--- src/rtl/video_timing_receiver.sv ---
// video_timing_receiver: registers a DE/HS/VS video stream into pixel coordinates,
// measures frame timing at each vsync rise and locks once it repeats.
module video_timing_receiver #(
    parameter int H_BITS      = 12,
    parameter int V_BITS      = 11,
    parameter int LOCK_FRAMES = 2
) (
    input  logic              clock,
    input  logic              reset,
    input  logic [23:0]       video_data,
    input  logic              video_de,
    input  logic              video_hsync,
    input  logic              video_vsync,
    output logic [23:0]       pixel_data,
    output logic              pixel_valid,
    output logic [H_BITS-1:0] pixel_x,
    output logic [V_BITS-1:0] pixel_y,
    output logic              line_start,
    output logic              frame_start,
    output logic [H_BITS-1:0] meas_htotal,
    output logic [H_BITS-1:0] meas_hactive,
    output logic [V_BITS-1:0] meas_vtotal,
    output logic [V_BITS-1:0] meas_vactive,
    output logic              locked,
    output logic              timing_error
);
    localparam logic [H_BITS-1:0] H_MAX = '1;
    localparam logic [H_BITS-1:0] H_SAT = H_MAX - 1'b1;

    typedef enum logic [1:0] {IDLE, SEARCH, CHECK, LOCKED} state_t;

    state_t            state, state_next;
    logic [3:0]        match_cnt, match_next;
    logic              primed, hs_q, vs_q, de_q;
    logic [H_BITS-1:0] hcount, de_cnt, line_total, line_active, line_len, ht_now, ha_now;
    logic [V_BITS-1:0] line_cnt, act_cnt, vt_now, va_now, y_next;
    logic              hs_rise, vs_rise, de_rise, de_fall, new_run, sat, match, lock_err;

    assign hs_rise  = primed && video_hsync && !hs_q;
    assign vs_rise  = primed && video_vsync && !vs_q;
    assign de_rise  = primed && video_de && !de_q;
    assign de_fall  = de_q && !video_de;
    assign new_run  = video_de && !de_q;
    assign sat      = !hs_rise && hcount == H_SAT;
    assign line_len = hcount + H_BITS'(hcount != H_MAX);
    // A line closing in the vsync-rise cycle belongs to the frame that is ending
    assign ht_now   = hs_rise ? line_len : line_total;
    assign ha_now   = hs_rise && de_cnt != '0 ? de_cnt : line_active;
    assign vt_now   = line_cnt + V_BITS'(hs_rise);
    assign va_now   = act_cnt + V_BITS'(de_rise);
    assign y_next   = vs_rise ? '0 : pixel_y + V_BITS'(de_fall);
    // Published meas_* always equal the stored reference once out of IDLE
    assign match    = ht_now == meas_htotal && ha_now == meas_hactive &&
                      vt_now == meas_vtotal && va_now == meas_vactive;

    always_comb begin
        state_next = state;
        match_next = match_cnt;
        lock_err   = 1'b0;
        if (sat) begin
            state_next = SEARCH;
            match_next = '0;
        end else if (vs_rise) begin
            case (state)
                IDLE:   state_next = SEARCH;
                SEARCH: begin
                    state_next = CHECK;
                    match_next = '0;
                end
                CHECK:  begin
                    match_next = match ? match_cnt + 4'd1 : '0;
                    if (match && match_cnt + 4'd1 >= 4'(LOCK_FRAMES))
                        state_next = LOCKED;
                end
                LOCKED: if (!match) begin
                    state_next = SEARCH;
                    lock_err   = 1'b1;
                end
                default: state_next = IDLE;
            endcase
        end
    end

    always_ff @(posedge clock) begin
        if (reset) begin
            state        <= IDLE;
            match_cnt    <= '0;
            primed       <= 1'b0;
            hs_q         <= 1'b0;
            vs_q         <= 1'b0;
            de_q         <= 1'b0;
            hcount       <= '0;
            de_cnt       <= '0;
            line_total   <= '0;
            line_active  <= '0;
            line_cnt     <= '0;
            act_cnt      <= '0;
            pixel_data   <= '0;
            pixel_valid  <= 1'b0;
            pixel_x      <= '0;
            pixel_y      <= '0;
            line_start   <= 1'b0;
            frame_start  <= 1'b0;
            meas_htotal  <= '0;
            meas_hactive <= '0;
            meas_vtotal  <= '0;
            meas_vactive <= '0;
            locked       <= 1'b0;
            timing_error <= 1'b0;
        end else begin
            state       <= state_next;
            match_cnt   <= match_next;
            primed      <= 1'b1;
            hs_q        <= video_hsync;
            vs_q        <= video_vsync;
            de_q        <= video_de;
            hcount      <= hs_rise ? '0 : line_len;
            de_cnt      <= hs_rise ? H_BITS'(video_de) : de_cnt + H_BITS'(video_de && de_cnt != H_MAX);
            line_total  <= ht_now;
            line_active <= ha_now;
            line_cnt    <= vs_rise ? '0 : vt_now;
            act_cnt     <= vs_rise ? '0 : va_now;
            if (vs_rise && state != IDLE) begin
                meas_htotal  <= ht_now;
                meas_hactive <= ha_now;
                meas_vtotal  <= vt_now;
                meas_vactive <= va_now;
            end
            pixel_valid <= video_de;
            if (video_de) begin
                pixel_data <= video_data;
                pixel_x    <= de_q ? pixel_x + 1'b1 : '0;
            end
            pixel_y      <= y_next;
            line_start   <= new_run;
            frame_start  <= new_run && y_next == '0;
            locked       <= state_next == LOCKED;
            timing_error <= sat || lock_err;
        end
    end
endmodule
--- config.mk ---
export PLATFORM = sky130hd
export DESIGN_NAME = video_timing_receiver
export DESIGN_NICKNAME = d
export VERILOG_FILES = /design/src/rtl/video_timing_receiver.sv
export SDC_FILE = /design/constraint.sdc
export NUM_CORES = 1
export LEC_CHECK = 0
export CORE_MARGIN = 2
export CORE_UTILIZATION = 40
export CTS_CLUSTER_SIZE = 8
export DETAILED_ROUTE_END_ITERATION = 10
export GPL_TIMING_DRIVEN = 0
export MAX_ROUTING_LAYER = met4
export SLEW_MARGIN = 5
export SYNTH_ARGS = -nofsm -noshare
export SYNTH_HDL_FRONTEND = slang
export SYNTH_SLANG_ARGS = --single-unit
--- constraint.sdc ---
create_clock -name clock -period 7.8 [get_ports clock]
set_clock_uncertainty 0.05 [all_clocks]
set_input_delay 1.56 -clock clock [delete_from_list [all_inputs] [get_ports clock]]
set_output_delay 1.56 -clock clock [all_outputs]
set_load 0.005 [all_outputs]
==> flow_summary.yaml, run 1 <==
timing:
  fmax_mhz: 154.3
  setup_violations: 0
  rsz0062_at_grt: "false"
  finalSetupTns_ns: 0
  hold_viol: 0
  drv_slew: 0
  period_share: 0.8309
  relSlewSlack: 0.2411
  period_needed_ns: 6.481
  tightest_slew_ns: 1.110
setup_path:
  critical_path_required_ns: 8.11
  r2r_start: "primed"
  reg2reg_slack_ns: 2.55
  ff2ff_path_depth: 14
  critPathCaptureType: "flop"
  rr_endpoint: "match_cnt[0]"
  crit_arrival_ns: 6.79
  cp_max_fo: 10
  path_class: "in2reg"
  startpoint_type: "input pin"
yosys:
  synth_nets: 983
  yosys-top-cells-area: "dfxtp_1 (43%), nor2_1 (7.8%), mux2i_1 (4.3%)"
  synth_area_sq_um: 8177
  synth_edf_count: 0
  synthArstFlopShare: 0
  ys_warn_count: 0
  syn_inst: 936
  synthFlopType: "dfxtp_1"
  ys_ff_latch: 177
  yosysTopAreaCellShare: 0.4334
  ys_seq_area_frac: 0.4334
  ys_types: 65
  avgSynthCellArea_sq_um: 8.736
  yosys.area.top_type: "dfxtp_1"
clock_tree:
  post_cts_buffers: 0
  cts-hold-fix-buffers: 0
  clock_latency_ns: 0.43
  cts_tree: "yes"
  cts-root-buf: "clkbuf_16"
  cts_sinks: 177
  clock_path_buffers: 2
  numCtsBuffers: 17
  ctsResizeCount: 0
  htreeDepth: 4
  clk_pin_slew_ns: 0.07
min_path:
  hp-start: "pixel_data[21]"
  worst_hold_path.num_cells: 2
  whs_endpoint: "pixel_data[21]"
  hp-class: "reg2reg"
cells_and_area:
  fill_cells: 1929
  syn_to_final_growth_pct: 26.87
  drive_gt1_frac: 0.03934
  finalNetCount: 1127
  antenna_cells: 0
placement:
  portBuffers: 125
  place_congestion: 0.8812
  dpl.hpwl_um: 17680
global_routing:
  grt_pass1_vias: 6758
  grt_use_total: 0.2301
  antenna_found_initial: 0
  grt_pass1_wl_um: 37630
  grt_overflow_total: 0
  grt_max_degree: 17
die:
  num_rows: 52
  die_h_um: 147.0
  start_util: 0.4054
  coreArea_sq_um: 20170
  io_pins: 127
  dieArea_sq_um: 21600
  die_w_um: 147.0
pwr:
  sw_frac_of_total: 0.2495
  irDropWorstVdd_mv: 0.1429
  switchingPower_mw: 0.5055
  power_mw: 2.027
  p_leak_nw: 3.795
  pwr-share-comb: 0.092
  power_density_nw_per_um2: 195.3
  seqPwrFrac: 0.466
  p_int_mw: 1.521
  clkPwrFrac: 0.442
route:
  num_vias: 7248
  wl_per_cell_um: 17.48
  antenna_left: 0
  drt_first_iter_violations: 508
  drc: 0
  wirelength_um: 23820
  viasPerCell: 5.318
  drt_pre_antenna_iters: 5
outcome:
  outcome: "complete, no violations"
flow_run:
  max_cap_viol_count: 0
## logic make-up after synthesis
kind of cell	after synthesis	synth area share
mux	35	0.04285
flops	177	0.4334
fa+ha+maj	18	0.02754
buf+inv	75	0.03673
simple gates	383	0.2263
xor+xnor	77	0.08600
compound gates	171	0.1472
## flip-flops by register name (all words and copies together) (netlist names), 2 cells and up
name          flops
act_cnt          11
de_cnt           12
hcount           12
line_active      12
line_cnt         11
line_total       12
match_cnt         4
meas_hactive     12
meas_htotal      12
meas_vactive     11
meas_vtotal      11
pixel_data       24
pixel_x          12
pixel_y          11
state             2
## placed cells by master, fill, tap and decap left out, types with 4 or more instances in the layout
cell type,instances
clkbuf_16,17
a21oi_1,36
nand3b_1,4
nand3_1,41
o211ai_1,5
nor2b_1,6
or3_1,6
or4_1,6
clkdlybuf4s50_1,125
xnor2_1,35
nor4_1,10
and2_1,8
ha_1,18
and3_1,20
xor2_1,40
mux2i_1,35
inv_6,5
nor2_1,169
a31oi_1,5
a211oi_1,42
nand2b_1,21
o21ai_0,21
nand4_1,19
a211o_1,5
clkbuf_1,39
buf_1,7
nor3_1,7
nand2_1,52
and4_1,7
o22ai_1,4
a221oi_1,5
a22oi_1,5
dfxtp_1,177
o2111ai_1,4
o31ai_1,5
inv_1,25
## how the worst max path moves through the flow
| stage | startpoint | endpoint | slack (ns) | depth (start not counted) |
|---|---|---|---|---|
| 2_1_floorplan | video_hsync | match_cnt[0] | 2.85 | 16 |
| 3_3_place_gp | video_hsync | match_cnt[0] | 0.98 | 15 |
| 3_5_place_dp | video_hsync | match_cnt[1] | 0.98 | 17 |
| 4_1_cts | video_hsync | match_cnt[0] | 1.41 | 17 |
| 5_1_grt | video_hsync | match_cnt[0] | 1.05 | 17 |
| 6_report | video_hsync | match_cnt[0] | 1.32 | 15 |
## cells in the mapped netlist (all sizes together) (3+ instances only)
| cell type | n |
|---|---|
| mux2i | 35 |
| o21ai | 23 |
| nor2 | 169 |
| inv | 25 |
| nor2b | 6 |
| clkbuf | 38 |
| or4 | 7 |
| and2 | 8 |
| o211ai | 5 |
| nand3 | 41 |
| ha | 18 |
| nand2b | 21 |
| buf | 12 |
| and3 | 20 |
| a21oi | 37 |
| nor3 | 7 |
| a221oi | 5 |
| and4 | 7 |
| o31ai | 6 |
| nor4 | 13 |
| or3 | 6 |
| nand2 | 52 |
| xor2 | 40 |
| a211oi | 42 |
| o2111ai | 4 |
| dfxtp | 177 |
| a2111oi | 3 |
| a22oi | 5 |
| o22ai | 4 |
| nand4 | 19 |
| nand3b | 4 |
| a31oi | 5 |
| xnor2 | 35 |
| a211o | 5 |
## critical path: stages
cell             delay [ns]
clkdlybuf4s50_1        0.47
nand3b_1               0.22
inv_1                  0.24
clkbuf_1               0.42
clkbuf_1               0.54
buf_1                  0.52
ha_1                   0.33
ha_1                   0.28
nand3_1                0.12
xor2_1                 0.19
a211oi_1               0.63
o2111ai_1              0.36
nor4_4                 0.54
nand4_1                0.21
o21ai_1                0.16
## routing by layer
| metal | track usage | share of wire | vias up |
|---|---|---|---|
| li1 | - | - | 3615 |
| met3 | 0.03882 | 0.046 | 26 |
| met1 | 0.3115 | 0.48 | 3434 |
| met5 | - | 0 | - |
| met4 | 0.07115 | 0.014 | 0 |
| met2 | 0.3540 | 0.46 | 173 |
## metrics by stage
stage	utilization	cells	hold slack (ns)	setup slack (ns)	instance area (sq um)
finish	0.5143	1363	0.4440	1.319	10370
global route	0.5143	1363	0.4781	1.050	10370
CTS	0.5143	1363	0.4510	1.413	10370
detailed placement	0.4842	1331	0.4333	0.9829	9766
global placement	0.4842	1331	0.4224	0.9790	9766
floorplan	-	936	0.4146	2.845	8177
## area by class of cell
cell class,instances,area [sq um],share of cell area
Buffer,50,206.4,0.01990
Clock buffer,18,429.2,0.04137
Clock inverter,14,178.9,0.01725
Inverter,25,93.84,0.009046
Multi-Input combinational cell,684,4333,0.4177
Sequential cell,177,3543,0.3416
Tap cell,270,337.8,0.03257
Timing Repair Buffer,125,1251,0.1206
## power groups by stage
stage / clock [mW] / combinational, mW / sequential, mW
CTS: 0.909 / 0.187 / 0.945
detailed placement: 0 / 0.186 / 0.965
floorplan: 0 / 0.103 / 0.962
finish: 0.896 / 0.186 / 0.945
global placement: 0 / 0.186 / 0.965
global route: 0.947 / 0.203 / 0.947
Power figures use the tool's default switching activity.
==> inputs of run 2 (changes only) <==
==> constraint.sdc (replaced) <==
create_clock -name clock -period 5.5 [get_ports clock]
set_clock_uncertainty 0.05 [all_clocks]
set_input_delay 1.1 -clock clock [delete_from_list [all_inputs] [get_ports clock]]
set_output_delay 1.1 -clock clock [all_outputs]
set_load 0.005 [all_outputs]
==> run 2 against run 1 <==
Sequential share of layout area down 0.13 points. Cell count up 0.29%. Power up 42%. Count of clock-buffer cells in the layout unchanged. Critical path type unchanged.
==> flow_summary.yaml, run 2 (synthesis gave the netlist of run 1 again) <==
setup_path:
  path_class: "in2reg"
  cp_max_fo: 10
  crit_chain: "clkdlybuf4s50_1 -> nand3b_1 -> clkinvlp_4 -> clkbuf_2 -> buf_2 -> ha_1 -> ha_1 -> xor2_1 -> a221oi_1 -> nand4_1 -> a311o_1 -> nor4_1 -> nand4_1 -> nor4_4 -> buf_4 -> nand4_1 -> o21ai_1"
  startpoint_type: "input pin"
  critPathCaptureType: "flop"
  critPathMaxStageDelay_ns: 0.47
  critical_path_required_ns: 5.82
  crit_path_frequent_cell: "nand4_1"
  crit_arrival_ns: 5.49
  crit_slowest_cell: "clkdlybuf4s50_1"
cells_and_area:
  drive_gt1_frac: 0.04649
  final_cell_mix: "dfxtp_1 (177), nor2_1 (169), clkdlybuf4s50_1 (125)"
  instances_no_fill: 1367
  top_register: "pixel_data"
  antenna_cells: 0
  finalNetCount: 1131
  largest_reg_flops: 24
  syn_to_final_growth_pct: 27.36
  layout_commonest_cell: "dfxtp_1"
pwr:
  power_mw: 2.876
  irDropWorstVdd_mv: 0.2051
  power_density_nw_per_um2: 276.2
  p_leak_nw: 3.819
route:
  num_vias: 7235
  antenna_left: 0
  drt_pre_antenna_iters: 5
  wl_per_cell_um: 17.40
  drt_first_iter_violations: 461
  drc: 0
  viasPerCell: 5.293
  wirelength_um: 23790
global_routing:
  antenna_found_initial: 0
  grt_use_total: 0.2297
  grt_pass1_vias: 6749
  grt_overflow_total: 0
  grt_pass1_wl_um: 37580
  grt_max_degree: 17
clock_tree:
  clk_pin_slew_ns: 0.07
  cts_sinks: 177
  numCtsBuffers: 17
  cts_tree: "yes"
  htreeDepth: 4
  clock_latency_ns: 0.43
  clock_path_buffers: 2
  cts-root-buf: "clkbuf_16"
die:
  die_h_um: 147.0
  dieArea_sq_um: 21600
  die_w_um: 147.0
  coreArea_sq_um: 20170
  io_pins: 127
  num_rows: 52
  start_util: 0.4054
timing:
  relSlewSlack: 0.1881
  period_share: 0.9403
  rsz0062_at_grt: "false"
  period_needed_ns: 5.172
  drv_slew: 0
  tightest_slew_ns: 1.187
  hold_viol: 0
  setup_violations: 0
  fin_ws_ns: 0.3285
  fmax_mhz: 193.4
min_path:
  hp-class: "reg2reg"
placement:
  preCtsSetupSlack_ns: -0.8571
  portBuffers: 125
  dpl.hpwl_um: 17680
  place_congestion: 0.8812
  post-place-cells: 1331
flow_run:
  max_cap_viol_count: 0
outcome:
  outcome: "complete, no violations"
==> run 2: cell count changes in the layout (fill, tap and decap cells not counted), sizes merged <==
cell      delta
buf          +5
clkbuf       -1
clkinvlp     +1
inv          -1
==> run 2: path summary, 6_finish.rpt <==
path,from,slack [ns],end,depth (start not counted)
setup reg to reg,hcount[6],0.97,match_cnt[0],16
hold reg to reg,pixel_data[21],0.44,pixel_data[21],2
setup / recovery,video_hsync,0.33,match_cnt[0],17
hold / removal,pixel_data[21],0.44,pixel_data[21],2
==> run 2: cell type report <==
type / count / area, sq um
buffer: 49 / 205.2
clock inverter: 14 / 178.9
clock buffer: 18 / 429.2
fill: 1929 / 9756
timing repair buffer: 130 / 1289
tap: 270 / 337.8
inverter: 25 / 97.59
multi-input combinational: 684 / 4333
sequential: 177 / 3543
==> run 2: metrics by stage <==
stage	area (sq um)	hold WS [ns]	util	setup TNS [ns]
after floorplan	8177	0.4146	-	0
after global placement	9766	0.4224	0.4842	-6.284
after detailed placement	9766	0.4333	0.4842	-6.241
after CTS	10370	0.4510	0.5143	0
after global routing	10410	0.4781	0.5163	0
final	10410	0.4440	0.5163	0
==> run 2: metal layers <==
layer	vias to the layer above	global-route usage	routed length [um]
met5	-	-	0
met4	0	0.07067	293
met3	22	0.03882	1321
met2	180	0.3538	11010
met1	3410	0.3109	11160
li1	3623	-	-
==> run 2: what timing repair did <==
item | in CTS | in global routing
gates resized for setup | 2 | 1
hold buffers | 0 | 0
buffers inserted | 0 | 5
gates cloned | 0 | 0
endpoints found under the setup margin | 8 | 4
pin swaps | 0 | 1
==> run 2: worst max-delay path: cells and delay by family <==
kind	cells	cell delay (ns)
AO/OA/AOI/OAI	3	0.71
buffers and inverters	5	1.55
XOR/XNOR	1	0.16
adder cells (fa/ha/maj)	2	0.57
AND/OR/NAND/NOR	6	1.39
==> run 2: power by group <==
| part | switching, mW | internal (mW) | total [mW] | leakage [nW] |
|---|---|---|---|---|
| registers | 0.0276 | 1.31 | 1.34 | 1.44 |
| logic | 0.142 | 0.124 | 0.266 | 2.09 |
| clock network | 0.547 | 0.723 | 1.27 | 0.288 |
==> inputs of run 3 (changes only) <==
--- a/config.mk
+++ b/config.mk
@@ -5,6 +5,7 @@
 export SDC_FILE = /design/constraint.sdc
 export NUM_CORES = 1
 export LEC_CHECK = 0
+export CORE_ASPECT_RATIO = 1.1
 export CORE_MARGIN = 2
 export CORE_UTILIZATION = 40
 export CTS_CLUSTER_SIZE = 8
==> run 3 against run 2 <==
Largest cell class unchanged. Power grew 0.35%. Count of clock-buffer cells in the layout is the same. Design area is essentially flat. Clock power is essentially flat. Sequential share of layout area is essentially flat.
==> flow_summary.yaml, run 3 (synthesis gave the netlist of run 1 again) <==
outcome:
  outcome: "complete, no violations"
timing:
  drv_slew: 0
  fmax_mhz: 195.8
  rsz0062_at_grt: "false"
  hold_viol: 0
  period_needed_ns: 5.107
  tightest_slew_ns: 0.9859
  relSlewSlack: 0.3257
  fin_ws_ns: 0.3932
  setup_violations: 0
  period_share: 0.9285
clock_tree:
  htreeDepth: 4
  cts_sinks: 177
  clock_latency_ns: 0.43
  clk_pin_slew_ns: 0.07
  clock_path_buffers: 2
  cts_tree: "yes"
  numCtsBuffers: 17
  cts-root-buf: "clkbuf_16"
  cts-hold-fix-buffers: 0
cells_and_area:
  layout_commonest_cell: "dfxtp_1"
  largest_reg_flops: 24
  top_register: "pixel_data"
  syn_to_final_growth_pct: 27.33
  antenna_cells: 0
  finalNetCount: 1132
  final_cell_mix: "dfxtp_1 (177), nor2_1 (169), clkdlybuf4s50_1 (125)"
  drive_gt1_frac: 0.04918
  final_cell_area_sq_um: 10410
  instances_no_fill: 1350
flow_run:
  max_cap_viol_count: 0
pwr:
  p_int_mw: 2.172
  p_leak_nw: 3.840
  switchingPower_mw: 0.7143
  sw_frac_of_total: 0.2475
  clkPwrFrac: 0.443
  power_density_nw_per_um2: 277.2
  pwr-share-comb: 0.093
  irDropWorstVdd_mv: 0.2175
  seqPwrFrac: 0.464
setup_path:
  startpoint_type: "input pin"
  crit_arrival_ns: 5.40
  critPathCaptureType: "flop"
  critPathTopFamily: "buffers and inverters"
  crit_slowest_cell: "clkdlybuf4s50_1"
  cp_max_fo: 10
  critical_path_required_ns: 5.80
  crit_chain: "clkdlybuf4s50_1 -> nand3b_1 -> clkinvlp_4 -> clkbuf_2 -> buf_2 -> ha_1 -> ha_1 -> xor2_1 -> a221oi_1 -> nand4_1 -> a311o_1 -> nor4_1 -> nand4_1 -> nor4_4 -> buf_4 -> a21oi_2 -> nor3_1"
  path_class: "in2reg"
  path_buf_inv: 5
  critPathMaxStageDelay_ns: 0.53
die:
  dieArea_sq_um: 21600
  die_w_um: 140.3
  start_util: 0.4102
  coreArea_sq_um: 19930
  num_rows: 54
  die_h_um: 154.0
  io_pins: 127
placement:
  portBuffers: 125
  preCtsSetupSlack_ns: -0.9524
  dpl_cell_area_sq_um: 9743
  dpl.hpwl_um: 17820
  post-place-cells: 1313
  place_congestion: 0.9367
route:
  wirelength_um: 23880
  num_vias: 7248
  drc: 0
  antenna_left: 0
  drt_first_iter_violations: 395
  viasPerCell: 5.369
  wl_per_cell_um: 17.69
  drt_pre_antenna_iters: 5
global_routing:
  antenna_found_initial: 0
  grt_max_degree: 17
  grt_overflow_total: 0
  grt_pass1_wl_um: 37830
  grt_pass1_vias: 6927
  grt_use_total: 0.2300
min_path:
  hp-class: "reg2reg"
run 3: metal layers:
layer | vias to the layer above | share of wire | global-route usage
li1 | 3621 | - | -
met2 | 154 | 0.47 | 0.3704
met4 | 0 | 0.016 | 0.06686
met1 | 3446 | 0.47 | 0.3004
met5 | - | 0 | -
met3 | 27 | 0.039 | 0.03519
run 3: tightest hold or removal path: stages (launching register included):
cell,delay [ns]
dfxtp_1,0.32
mux2i_1,0.06
nor2_1,0.07
run 3: what timing repair did:
| action | CTS | global route |
|---|---|---|
| pin swaps | 0 | 1 |
| gates resized for setup | 3 | 1 |
| endpoints found under the setup margin | 8 | 7 |
| hold endpoints to repair | 0 | 0 |
| setup buffers | 0 | 6 |
run 3: through the flow:
step                utilization  TNS (ns)  power (mW)  hold WS, ns
floorplan                     -         0       1.510       0.4146
global placement         0.4888    -7.157       1.631       0.4220
detailed placement       0.4888    -6.802       1.632       0.4304
CTS                      0.5199         0       2.901       0.4475
global route             0.5223         0       2.986       0.4705
finish                   0.5223         0       2.886       0.4385
run 3: layout make-up:
type / instances / area [sq um]
clock buffer: 18 / 439.2
multi-input combinational: 684 / 4338
tap: 252 / 315.3
timing repair buffer: 131 / 1296
buffer: 49 / 205.2
inverter: 25 / 97.59
clock inverter: 14 / 176.4
fill: 1893 / 9520
sequential: 177 / 3543
run 3: power by group through the flow:
stage / sequential [mW] / combinational (mW) / clock (mW)
final: 1.34 / 0.268 / 1.28
after global routing: 1.34 / 0.293 / 1.35
after CTS: 1.34 / 0.266 / 1.30
after detailed placement: 1.37 / 0.264 / 0
after global placement: 1.37 / 0.264 / 0
after floorplan: 1.36 / 0.146 / 0
run 3: final timing paths:
check                 start             end  slack (ns)  cells after the start
max             video_hsync          locked        0.39                     17
min          pixel_data[10]  pixel_data[10]        0.44                      2
max reg2reg       hcount[6]          locked        1.13                     16
min reg2reg  pixel_data[10]  pixel_data[10]        0.44                      2
